`config.mk`:
```
export PLATFORM = sky130hd
export DESIGN_NAME = accum_stim_driver_flat
export DESIGN_NICKNAME = d
export VERILOG_FILES = /design/src/rtl/accum_stim_driver_if.sv /design/src/rtl/accum_stim_driver.sv /design/src/flat_wrapper.sv
export SDC_FILE = /design/constraint.sdc
export NUM_CORES = 1
export LEC_CHECK = 0
export BUFFER_PORTS_ARGS = -buffer_cell sky130_fd_sc_hd__buf_2
export CORE_MARGIN = 2
export CORE_UTILIZATION = 45
export CTS_CLUSTER_DIAMETER = 30
export DETAILED_ROUTE_END_ITERATION = 16
export SKIP_CTS_REPAIR_TIMING = 1
export SLEW_MARGIN = 20
export SYNTH_ARGS = -nofsm -noshare
export SYNTH_HDL_FRONTEND = slang
export SYNTH_SLANG_ARGS = --single-unit
```
`constraint.sdc`:
```
create_clock -name CLK -period 2.8 [get_ports CLK]
set_input_delay 0.14 -clock CLK [delete_from_list [all_inputs] [get_ports CLK]]
set_output_delay 0.14 -clock CLK [all_outputs]
set_load 0.01 [all_outputs]
```
`src/rtl/accum_stim_driver_if.sv`:
```
// Bundle of the upstream increment port, the accumulator request/readback pair and status.
// Latency: none, wiring only.
// Backpressure: in_valid/in_ready handshake on the upstream side; the accumulator side has none.
interface accum_stim_driver_if;
    logic        in_valid;
    logic [31:0] in_data;
    logic        in_ready;
    logic        enable;
    logic [31:0] value;
    logic [7:0]  led_in;
    logic [31:0] expected;
    logic [15:0] sent_count;
    logic        mismatch;
    logic        busy;

    // Driver side: accepts increments, drives the accumulator, reports status.
    modport master (
        input  in_valid, in_data, led_in,
        output in_ready, enable, value, expected, sent_count, mismatch, busy
    );

    // Environment side: supplies increments and the accumulator readback.
    modport slave (
        output in_valid, in_data, led_in,
        input  in_ready, enable, value, expected, sent_count, mismatch, busy
    );
endinterface

```
`src/rtl/accum_stim_driver.sv`:
```
// Buffers upstream increments and issues them one at a time to the enable/value accumulator, checking its readback.
// Latency: a push is issued (enable high) two cycles after acceptance at best; one transaction per HOLD_CYCLES+2 cycles.
// Backpressure: in_ready drops when the DEPTH-entry FIFO is full; no bypass path.
module accum_stim_driver #(
    parameter int DEPTH       = 4,
    parameter int HOLD_CYCLES = 3
) (
    input  logic              CLK,
    input  logic              RST,
    accum_stim_driver_if.master bus
);
    localparam int AW = $clog2(DEPTH);
    localparam int HW = $clog2(HOLD_CYCLES);
    localparam logic [AW:0]   FULL      = (AW+1)'(DEPTH);
    localparam logic [HW-1:0] HOLD_LAST = HW'(HOLD_CYCLES - 2);

    typedef enum logic [1:0] {IDLE, ISSUE, HOLD, CHECK} state_t;

    state_t        state, state_nxt;
    logic [31:0]   mem [DEPTH];
    logic [AW-1:0] wr_ptr, rd_ptr;
    logic [AW:0]   fill;
    logic [HW-1:0] hold_cnt;
    logic          push, pop;
    logic [31:0]   value_q, expected_q;
    logic [15:0]   sent_q;
    logic          mismatch_q;

    // The head entry leaves the FIFO only on the IDLE->ISSUE transition.
    assign push = bus.in_valid && bus.in_ready;
    assign pop  = (state == IDLE) && (fill != '0);

    assign bus.in_ready   = (fill != FULL);
    assign bus.enable     = (state == ISSUE);
    assign bus.value      = value_q;
    assign bus.expected   = expected_q;
    assign bus.sent_count = sent_q;
    assign bus.mismatch   = mismatch_q;
    assign bus.busy       = (state != IDLE) || (fill != '0);

    // FIFO storage; stale entries are harmless because reset clears the pointers.
    always_ff @(posedge CLK) begin
        if (push) mem[wr_ptr] <= bus.in_data;
    end

    // FIFO pointers and occupancy; a simultaneous push and pop leaves occupancy unchanged.
    always_ff @(posedge CLK) begin
        if (RST) begin
            wr_ptr <= '0;
            rd_ptr <= '0;
            fill   <= '0;
        end else begin
            if (push) wr_ptr <= wr_ptr + 1'b1;
            if (pop)  rd_ptr <= rd_ptr + 1'b1;
            case ({push, pop})
                2'b10:   fill <= fill + 1'b1;
                2'b01:   fill <= fill - 1'b1;
                default: fill <= fill;
            endcase
        end
    end

    // State register plus the counter that times the HOLD window.
    always_ff @(posedge CLK) begin
        if (RST) begin
            state    <= IDLE;
            hold_cnt <= '0;
        end else begin
            state    <= state_nxt;
            hold_cnt <= (state == HOLD) ? hold_cnt + 1'b1 : '0;
        end
    end

    // Next-state: one cycle each in ISSUE and CHECK, HOLD_CYCLES-1 cycles in HOLD.
    always_comb begin
        state_nxt = state;
        case (state)
            IDLE:    if (fill != '0) state_nxt = ISSUE;
            ISSUE:   state_nxt = HOLD;
            HOLD:    if (hold_cnt == HOLD_LAST) state_nxt = CHECK;
            CHECK:   state_nxt = IDLE;
            default: state_nxt = IDLE;
        endcase
    end

    // Datapath: value loads only on entry to ISSUE; shadow count and readback check.
    always_ff @(posedge CLK) begin
        if (RST) begin
            value_q    <= '0;
            expected_q <= '0;
            sent_q     <= '0;
            mismatch_q <= 1'b0;
        end else begin
            if (pop) value_q <= mem[rd_ptr];
            if (state == ISSUE) expected_q <= expected_q + value_q;
            if (state == CHECK) begin
                sent_q <= sent_q + 1'b1;
                if (bus.led_in != expected_q[23:16]) mismatch_q <= 1'b1;
            end
        end
    end
endmodule

```
`src/flat_wrapper.sv`:
```
// flat-port wrapper written by rule: the top's interface ports become plain ports
module accum_stim_driver_flat 
#(
    parameter int DEPTH       = 4,
    parameter int HOLD_CYCLES = 3
)
  (CLK, RST, bus_in_valid, bus_in_data, bus_led_in, bus_in_ready, bus_enable, bus_value, bus_expected, bus_sent_count, bus_mismatch, bus_busy);
  accum_stim_driver_if bus_i ();
  input  logic CLK;
  input  logic RST;
  input wire logic [$bits(bus_i.in_valid)-1:0] bus_in_valid;
  input wire logic [$bits(bus_i.in_data)-1:0] bus_in_data;
  input wire logic [$bits(bus_i.led_in)-1:0] bus_led_in;
  output wire logic [$bits(bus_i.in_ready)-1:0] bus_in_ready;
  output wire logic [$bits(bus_i.enable)-1:0] bus_enable;
  output wire logic [$bits(bus_i.value)-1:0] bus_value;
  output wire logic [$bits(bus_i.expected)-1:0] bus_expected;
  output wire logic [$bits(bus_i.sent_count)-1:0] bus_sent_count;
  output wire logic [$bits(bus_i.mismatch)-1:0] bus_mismatch;
  output wire logic [$bits(bus_i.busy)-1:0] bus_busy;
  assign bus_i.in_valid = bus_in_valid;
  assign bus_i.in_data = bus_in_data;
  assign bus_i.led_in = bus_led_in;
  assign bus_in_ready = bus_i.in_ready;
  assign bus_enable = bus_i.enable;
  assign bus_value = bus_i.value;
  assign bus_expected = bus_i.expected;
  assign bus_sent_count = bus_i.sent_count;
  assign bus_mismatch = bus_i.mismatch;
  assign bus_busy = bus_i.busy;
  accum_stim_driver #(.DEPTH(DEPTH), .HOLD_CYCLES(HOLD_CYCLES)) u_core (.CLK(CLK), .RST(RST), .bus(bus_i));
endmodule
```
==> results.sh, run 1 <==
export IMPL_die_w_um=153
export IMPL_syn_nets=916
export IMPL_synth_area_per_cell_um2=12.0
export IMPL_gp_congestion=0.821
export IMPL_timing_final_ws_setup_ps=186
export IMPL_min_period_over_period_pct=93.4
export IMPL_grt_pass1_vias=6785
export IMPL_vias=6905
export IMPL_ys_ff_latch=220
export IMPL_leakage_nw=5.29
export IMPL_core_area_mm2=0.0218
export IMPL_cts_made_buffers=49
export IMPL_num_nets_final=1105
export IMPL_start_kind="flip-flop"
export IMPL_fp_row_count=54
export IMPL_clock_skew_ps=21.5
export IMPL_seq_area_mm2=0.00569
export IMPL_wire_per_inst_um=17.1
export IMPL_path_max_fanout=5
export IMPL_synthFlopType="edfxtp_1"
export IMPL_grt_pass1_wl_um=36600
export IMPL_cts_num_sinks=220
export IMPL_fillCellCount=1819
export IMPL_cts_clk_slew_worst_paths_ps=40
export IMPL_multi_input_area_mm2=0.00401
export IMPL_setup_viol=0
export IMPL_drt_iter0_markers=416
export IMPL_crit_type="flip-flop to flip-flop"
export IMPL_cp_end_kind="flip-flop"
export IMPL_finalHoldViolCount=0
export IMPL_dp_slack_ps=124
export IMPL_drc=0
export IMPL_ys_types=61
export IMPL_htree_levels=2
export IMPL_peakVddDrop_mv=0.537
export IMPL_hp_class="primary input to flip-flop"
export IMPL_clock_path_buffers=3
export IMPL_netlist_area_mm2=0.00993
export IMPL_final_common_cell="edfxtp_1"
export IMPL_final_antenna_net_count=0
export IMPL_synth_seq_area_share_pct=57.2
export IMPL_fmax_mhz=383
export IMPL_initial_core_util_pct=45.7
export IMPL_antenna_found_initial=0
export IMPL_synth_edf_count=128
export IMPL_power_density_mw_per_mm2=1100
export IMPL_drv_cap=0
export IMPL_via_per_inst=5.16
export IMPL_die_area_mm2=0.0233
export IMPL_crit_slowest_cell="ha_1"
export IMPL_area_delta_synth_final_pct=31.2
export IMPL_tritoncts="done"
export IMPL_crit_path_max_incr_delay_ps=370
export IMPL_crit_chain="ha_1 > a21oi_2 > o211ai_1 > a31oi_2 > o31a_1 > o21bai_1 > buf_4 > a41oi_1 > o21bai_1 > nand4_1"
export IMPL_io_buffers=126
export IMPL_cp_top_family="compound AO/OA/AOI/OAI gates"
export IMPL_dieHeight_um=153
export IMPL_hpwl_um=15200
export IMPL_holdWs_ps=11.6
export IMPL_worst_pin_slew_ps=641
export IMPL_outcome="finished, final reports clean"
export IMPL_crit_required_ps=3190
export IMPL_worstSkewPairLatency_ps=540
export IMPL_grtUsageTotal_pct=19.6
export IMPL_synth_cells=828
export IMPL_fin_crit_ps=2610
export IMPL_dr_pass1_iters=5
export IMPL_clockRootBuffer="clkbuf_16"
export IMPL_ioPinCount=127
export IMPL_diodes=0
export IMPL_grt_max_degree=61
export IMPL_wl_um=22900
export IMPL_path_buf_inv=1
export IMPL_maxSlewHeadroom_pct=57.2
export IMPL_grt_overflow=0
export IMPL_yosys_warnings=0
export IMPL_drv_slew=0
export IMPL_critPathMostFrequentCell="o21bai_1"
export IMPL_async_reset_ff_share_pct=0
export IMPL_drive_above_1_share_pct=26.4
export IMPL_arrival_ps=3010
export IMPL_layout_common_cells="edfxtp_1 (128), buf_2 (125), nand2_1 (110)"
==> worst reg2reg max path: stages, from the launching register on <==
cell	delay, ps
dfxtp_1	310
ha_1	370
a21oi_2	210
o211ai_1	150
a31oi_2	270
o31a_1	310
o21bai_1	150
buf_4	170
a41oi_1	280
o21bai_1	160
nand4_1	90
==> cells in the mapped netlist (2+ instances only) <==
master	instances	share of area (%)
xnor2_1	19	1.7
fa_1	2	0.40
or2_2	2	0.13
nor2_1	65	2.5
dfxtp_1	92	19
or3_1	7	0.44
o22ai_1	5	0.31
o21ai_0	16	0.81
inv_1	17	0.64
nand2_1	110	4.2
mux2i_1	17	1.7
nor2b_1	2	0.13
nor3_1	12	0.60
o21ai_1	2	0.10
nor3b_1	2	0.15
nor4b_1	2	0.18
o211ai_1	3	0.23
and3_1	9	0.57
buf_2	3	0.15
o211a_1	2	0.20
a211oi_1	5	0.38
a31oi_1	7	0.44
edfxtp_1	128	39
buf_4	2	0.15
ha_1	43	5.4
buf_6	4	0.45
clkbuf_1	29	1.1
nand3_1	13	0.66
a21oi_2	2	0.18
clkinv_1	2	0.076
a21boi_0	2	0.15
a21oi_1	75	3.8
nand2b_1	4	0.25
xor2_1	30	2.6
and2_1	2	0.13
o21bai_1	7	0.53
a41oi_1	2	0.18
mux4_2	32	7.3
nor4_1	2	0.13
a21o_1	19	1.4
nand4_1	9	0.57
==> cell type report <==
type / count / area share (%)
sequential: 220 / 43.6
multi-input combinational: 549 / 30.8
clock buffer: 59 / 10.2
timing repair buffer: 178 / 8.47
clock inverter: 32 / 3.69
tap: 280 / 2.69
inverter: 19 / 0.547
==> metrics by stage <==
stage | instances | total power [mW] | instance area [um2] | utilization, % | setup TNS, ps
5_1_grt | 1337 | 15.1 | 13000 | 59.9 | -14.8
4_1_cts | 1304 | 14.4 | 12700 | 58.2 | 0
2_1_floorplan | 828 | 7.03 | 9930 | - | 0
3_3_place_gp | 1213 | 8.20 | 10900 | 49.9 | 0
3_5_place_dp | 1213 | 8.21 | 10900 | 49.9 | 0
6_report | 1337 | 14.3 | 13000 | 59.9 | 0
==> state kept, by name (all words and copies together), names as in the netlist <==
signal	count
u_core.mem	128
u_core.bus.sent_count	16
u_core.fill	3
u_core.wr_ptr	2
u_core.state	2
u_core.hold_cnt	2
u_core.rd_ptr	2
u_core.bus.value	32
u_core.bus.expected	32
u_core.bus.mismatch	1
==> logic make-up (layout without fill, tap and decap cells) <==
kind of cell	after synthesis	after routing	share of synthesized area, %
buffers and inverters	59	288	2.68
and+or+nand+nor	246	246	11.0
adders and majority gates	45	45	5.82
xor gates and xnor gates	49	49	4.32
muxes	49	49	8.97
AOI/OAI and AO/OA	160	160	9.98
DFF	220	220	57.2
==> routing by layer <==
layer,global-route usage (%),vias up,share of wire (%),wire length [um]
met4,6.75,0,2.2,503
met2,30.6,186,46,10600
met1,27.0,3240,46,10400
li1,-,3444,-,-
met5,0,-,0,0
met3,4.86,35,6.0,1380
==> worst paths after layout <==
| check | depth (start not counted) | start | end | slack (ps) |
|---|---|---|---|---|
| setup reg to reg | 10 | u_core.bus.expected[4]$_SDFFE_PP0P_ | u_core.bus.expected[31]$_SDFFE_PP0P_ | 190 |
| hold / removal | 2 | RST | u_core.bus.expected[21]$_SDFFE_PP0P_ | 10 |
| hold reg to reg | 1 | u_core.hold_cnt[0]$_SDFF_PP0_ | u_core.hold_cnt[0]$_SDFF_PP0_ | 430 |
| setup / recovery | 10 | u_core.bus.expected[4]$_SDFFE_PP0P_ | u_core.bus.expected[31]$_SDFFE_PP0P_ | 190 |
==> where the power goes <==
group	internal [mW]	switching (mW)
clock	4.37	1.79
combinational	1.54	2.27
sequential	3.99	0.356
Power figures use the tool's default switching activity.
==> run 2, diff against run 1 <==
Settings changed: HOLD_SLACK_MARGIN set to 0.05.
==> run 2 against run 1 <==
Net effect:
- first-iteration DRC count fell by 1.9%
- sequential share of layout area hardly changed
- routed wire length grew 0.24%
- global-route usage unchanged
- critical path type unchanged
- critical endpoint unchanged
- largest cell class unchanged
- largest power group unchanged
==> results.sh, run 2 (synthesis results as in run 1) <==
export IMPL_crit_required_ps=3190
export IMPL_wl_um=23000
export IMPL_drv_cap=0
export IMPL_switchingPower_mw=4.43
export IMPL_worst_pin_slew_ps=649
export IMPL_worstSkewPairLatency_ps=540
export IMPL_critPathMostFrequentCell="o21bai_1"
export IMPL_min_delay_path_depth=4
export IMPL_maxSlewHeadroom_pct=56.7
export IMPL_fin_cells=1338
export IMPL_clock_path_buffers=3
export IMPL_fmax_mhz=382
export IMPL_post_route_util_pct=59.9
export IMPL_num_nets_final=1106
export IMPL_area_delta_synth_final_pct=31.3
export IMPL_multi_input_area_mm2=0.00401
export IMPL_leakage_nw=5.30
export IMPL_diodes=0
export IMPL_antenna_found_initial=0
export IMPL_grt_pass1_vias=6785
export IMPL_drv_slew=0
export IMPL_min_delay_start="bus_in_valid"
export IMPL_largest_reg_flops=128
export IMPL_seq_area_mm2=0.00569
export IMPL_rr_startpoint="u_core.bus.expected[4]$_SDFFE_PP0P_"
export IMPL_timing_final_ws_setup_ps=184
export IMPL_crit_chain="ha_1 > a21oi_2 > o211ai_1 > a31oi_2 > o31a_1 > o21bai_1 > buf_4 > a41oi_1 > o21bai_1 > nand4_1"
export IMPL_peakVddDrop_mv=0.537
export IMPL_final_antenna_net_count=0
export IMPL_outcome="finished, final reports clean"
export IMPL_hpwl_um=15200
export IMPL_cts_num_sinks=220
export IMPL_clockRootBuffer="clkbuf_16"
export IMPL_core_area_mm2=0.0218
export IMPL_io_buffers=126
export IMPL_start_kind="flip-flop"
export IMPL_arrival_ps=3010
export IMPL_r2r_setup_slack_ps=180
export IMPL_crit_slowest_cell="ha_1"
export IMPL_seqPwrFrac_pct=30.3
export IMPL_p_comb_share_pct=26.7
export IMPL_cp_end_kind="flip-flop"
export IMPL_regMostFlops="u_core.mem"
export IMPL_reg2reg_to="u_core.bus.expected[31]$_SDFFE_PP0P_"
export IMPL_vias=6895
export IMPL_p_int_mw=9.90
export IMPL_drive_above_1_share_pct=26.4
export IMPL_min_period_over_period_pct=93.4
export IMPL_path_max_fanout=5
export IMPL_fp_row_count=54
export IMPL_dieHeight_um=153
export IMPL_drt_iter0_markers=408
export IMPL_holdPathEnd="u_core.wr_ptr[1]$_SDFFE_PP0P_"
export IMPL_gp_congestion=0.821
export IMPL_crit_path_max_incr_delay_ps=370
export IMPL_setup_viol=0
export IMPL_die_area_mm2=0.0233
export IMPL_crit_type="flip-flop to flip-flop"
export IMPL_hp_class="primary input to flip-flop"
export IMPL_final_area_mm2=0.0130
export IMPL_dr_pass1_iters=5
export IMPL_fin_crit_ps=2620
export IMPL_via_per_inst=5.15
export IMPL_place_area_mm2=0.0109
export IMPL_drc=0
export IMPL_pwr_share_clk_pct=43.0
export IMPL_p_sw_share_pct=30.9
export IMPL_cts_made_buffers=49
export IMPL_reg2regPathDepth=10
export IMPL_grtUsageTotal_pct=19.6
export IMPL_htree_levels=2
export IMPL_cts_clk_slew_worst_paths_ps=40
export IMPL_finalHoldViolCount=0
export IMPL_power_density_mw_per_mm2=1100
export IMPL_dp_slack_ps=124
export IMPL_ioPinCount=127
export IMPL_tritoncts="done"
export IMPL_path_buf_inv=1
export IMPL_fillCellCount=1818
export IMPL_grt_pass1_wl_um=36600
export IMPL_clock_skew_ps=22.5
export IMPL_final_common_cell="edfxtp_1"
export IMPL_grt_overflow=0
export IMPL_layout_common_cells="edfxtp_1 (128), buf_2 (125), nand2_1 (110)"
export IMPL_place_inst=1213
export IMPL_cp_top_family="compound AO/OA/AOI/OAI gates"
export IMPL_wire_per_inst_um=17.2
export IMPL_grt_max_degree=61
export IMPL_initial_core_util_pct=45.7
export IMPL_die_w_um=153
==> run 2: tightest hold or removal path, stage by stage <==
cell and delay [ps]:
buf_2 120, and2_1 170, nand2_1 70, a21oi_1 50
==> run 2: cell type report <==
type | count | share of cell area [%]
multi-input combinational | 549 | 30.8
inverter | 19 | 0.547
tap | 280 | 2.69
clock inverter | 32 | 3.68
sequential | 220 | 43.6
clock buffer | 59 | 10.2
timing repair buffer | 179 | 8.54
==> run 2: power groups by stage <==
stage	logic [mW]	clock network (mW)	registers, mW
2_1_floorplan	2.59	0	4.44
3_3_place_gp	3.81	0	4.39
3_5_place_dp	3.81	0	4.41
4_1_cts	3.82	6.24	4.35
5_1_grt	4.25	6.43	4.42
6_report	3.82	6.16	4.35
==> run 2: worst max path at each step <==
stage / start / to / cells after the start
2_1_floorplan: u_core.bus.expected[0]$_SDFFE_PP0P_ / u_core.bus.expected[30]$_SDFFE_PP0P_ / 10
3_3_place_gp: u_core.bus.expected[0]$_SDFFE_PP0P_ / u_core.bus.expected[30]$_SDFFE_PP0P_ / 10
3_5_place_dp: u_core.bus.expected[0]$_SDFFE_PP0P_ / u_core.bus.expected[30]$_SDFFE_PP0P_ / 10
4_1_cts: u_core.bus.expected[0]$_SDFFE_PP0P_ / u_core.bus.expected[30]$_SDFFE_PP0P_ / 10
5_1_grt: u_core.bus.expected[1]$_SDFFE_PP0P_ / u_core.bus.expected[31]$_SDFFE_PP0P_ / 10
6_report: u_core.bus.expected[4]$_SDFFE_PP0P_ / u_core.bus.expected[31]$_SDFFE_PP0P_ / 10
==> run 2: stage by stage <==
stage	hold slack, ps	TNS [ps]	power, mW
2_1_floorplan	239	0	7.03
3_3_place_gp	357	0	8.20
3_5_place_dp	361	0	8.21
4_1_cts	-200	0	14.4
5_1_grt	64.9	-14.8	15.1
6_report	71.9	0	14.3
==> run 2: routing by layer <==
| layer | share of wire, % | global-route usage, % |
|---|---|---|
| met1 | 46 | 27.0 |
| met4 | 2.1 | 6.75 |
| met3 | 5.4 | 4.86 |
| met2 | 46 | 30.6 |
| met5 | 0 | 0 |
==> run 3, diff against run 2 <==
Settings changed: PLACE_DENSITY set to 0.67.
Clock period 2.8 ns to 2.4 ns, I/O delays scaled along.
==> run 3 against run 2 <==
Net effect:
- the flow now finishes with violations (setup timing)
- critical path depth unchanged
- final cell count up 3.0%
- combinational power up 31%
- global-route usage up 0.27 points
- total power up 15%
- hold slack worse by 24 ps
- clock skew up 11 ps
- sequential power up 18%
- via count up 5.0%
- clock power up 2%
- first-iteration DRC count up 4.7%
==> results.sh, run 3 (synthesis results as in run 1) <==
export IMPL_start_kind="flip-flop"
export IMPL_diodes=0
export IMPL_fp_row_count=54
export IMPL_maxSlewHeadroom_pct=51.6
export IMPL_num_nets_final=1151
export IMPL_area_delta_synth_final_pct=35.2
export IMPL_timing_final_ws_setup_ps=-65.6
export IMPL_via_per_inst=5.26
export IMPL_wl_met2_um=11500
export IMPL_clock_path_buffers=3
export IMPL_min_period_over_period_pct=103
export IMPL_ioPinCount=127
export IMPL_arrival_ps=2850
export IMPL_antenna_found_initial=0
export IMPL_violations="setup timing"
export IMPL_grt_overflow=0
export IMPL_layout_common_cells="edfxtp_1 (128), buf_2 (125), nand2_1 (110)"
export IMPL_drc=0
export IMPL_finalHoldViolCount=0
export IMPL_gp_congestion=0.879
export IMPL_pwr_share_clk_pct=38.3
export IMPL_wire_per_inst_um=17.4
export IMPL_initial_core_util_pct=45.7
export IMPL_power_mw=16.4
export IMPL_crit_type="flip-flop to flip-flop"
export IMPL_p_int_mw=11.1
export IMPL_p_sw_share_pct=32.2
export IMPL_path_max_fanout=3
export IMPL_p_comb_share_pct=30.4
export IMPL_vias=7242
export IMPL_peakVddDrop_mv=0.818
export IMPL_largest_reg_flops=128
export IMPL_clockRootBuffer="clkbuf_16"
export IMPL_final_common_cell="edfxtp_1"
export IMPL_place_area_mm2=0.0113
export IMPL_dr_pass1_iters=5
export IMPL_tritoncts="done"
export IMPL_drt_iter0_markers=427
export IMPL_grt_pass1_vias=7006
export IMPL_io_buffers=126
export IMPL_routed_top_layer="met4"
export IMPL_grt_max_degree=52
export IMPL_cp_end_kind="flip-flop"
export IMPL_htree_levels=2
export IMPL_die_w_um=153
export IMPL_worstSkewPairLatency_ps=540
export IMPL_fmax_mhz=406
export IMPL_rsz0062_at_grt="yes"
export IMPL_clock_skew_ps=33.6
export IMPL_regMostFlops="u_core.mem"
export IMPL_crit_required_ps=2780
export IMPL_final_antenna_net_count=0
export IMPL_fin_crit_ps=2470
export IMPL_fillCellCount=1755
export IMPL_wl_met1_um=10500
export IMPL_wl_um=24000
export IMPL_grt_pass1_wl_um=37100
export IMPL_core_area_mm2=0.0218
export IMPL_cts_num_sinks=220
export IMPL_setup_viol=2
export IMPL_leakage_nw=5.51
export IMPL_hpwl_um=16000
export IMPL_post_route_util_pct=61.7
export IMPL_hp_class="primary input to flip-flop"
export IMPL_cts_made_buffers=45
export IMPL_power_density_mw_per_mm2=1220
export IMPL_cts_clk_slew_worst_paths_ps=40
export IMPL_drive_above_1_share_pct=31.6
export IMPL_seqPwrFrac_pct=31.3
export IMPL_grtUsageTotal_pct=19.9
export IMPL_outcome="complete, but fails checks"
export IMPL_dieHeight_um=153
export IMPL_drv_slew=0
export IMPL_switchingPower_mw=5.28
export IMPL_final_area_mm2=0.0134
export IMPL_worst_pin_slew_ps=721
export IMPL_die_area_mm2=0.0233
export IMPL_routed_wl_met3_um=1400
export IMPL_drv_cap=0
==> run 3: cell count changes in the layout (fill, tap and decap cells not counted), moves of 3 or more <==
cell,previous run,this run
bufinv_16,11,6
buf_4,21,68
clkinvlp_4,5,2
dfxtp_2,1,5
clkinv_2,11,7
o21ai_1,2,6
dfxtp_1,91,87
a21oi_1,75,72
ha_4,0,6
o21bai_1,7,4
clkbuf_16,50,45
o21ai_0,16,10
ha_1,41,36
==> run 3: path summary, 6_finish.rpt <==
kind | to | from | depth (start not counted) | slack, ps
max reg2reg | u_core.bus.expected[30]$_SDFFE_PP0P_ | u_core.bus.value[0]$_SDFFE_PP0P_ | 10 | -70
min reg2reg | u_core.hold_cnt[0]$_SDFF_PP0_ | u_core.hold_cnt[0]$_SDFF_PP0_ | 1 | 420
min | u_core.bus.mismatch$_SDFFE_PP0P_ | RST | 2 | 50
max | u_core.bus.expected[30]$_SDFFE_PP0P_ | u_core.bus.value[0]$_SDFFE_PP0P_ | 10 | -70
==> run 3: final cells by class <==
cell class	count	area (um2)	share of cell area, %
Tap cell	280	350	2.61
Clock buffer	57	1230	9.17
Multi-Input combinational cell	549	4230	31.5
Inverter	19	71.3	0.531
Clock inverter	25	343	2.55
Sequential cell	220	5690	42.4
Timing Repair Buffer	228	1510	11.2
==> run 3: power by group through the flow <==
stage | Sequential [mW] | Combinational (mW) | Clock [mW]
floorplan | 5.19 | 3.04 | 0
CTS | 5.11 | 4.87 | 6.38
detailed placement | 5.17 | 4.83 | 0
finish | 5.14 | 5.00 | 6.29
global placement | 5.15 | 4.77 | 0
global route | 5.21 | 5.46 | 6.56
==> run 3: worst max-delay path, cell delays in order, from the launching register on <==
cell and delay, ps:
dfxtp_2 350, ha_4 150, fa_2 240, a21oi_4 70, o211ai_2 170, a21oi_2 100, o211a_1 240, or3b_4 410
a2111oi_4 310, mux2i_1 210, o21ai_1 80
==> run 3: routing by layer <==
layer	GRT usage [%]	vias to the layer above
li1	-	3528
met1	26.3	3459
met2	32.4	207
met3	4.78	48
met4	6.66	0
met5	0	-
==> run 3: through the flow <==
step / std cells / setup TNS [ps] / hold WS [ps] / worst slack [ps]
finish: 1378 / -87.2 / 48.1 / -65.6
global route: 1378 / -876 / 67.5 / -145
CTS: 1345 / -918 / -229 / -155
detailed placement: 1263 / -451 / 338 / -138
global placement: 1263 / -179 / 335 / -106
floorplan: 828 / -50.2 / 219 / -50.2
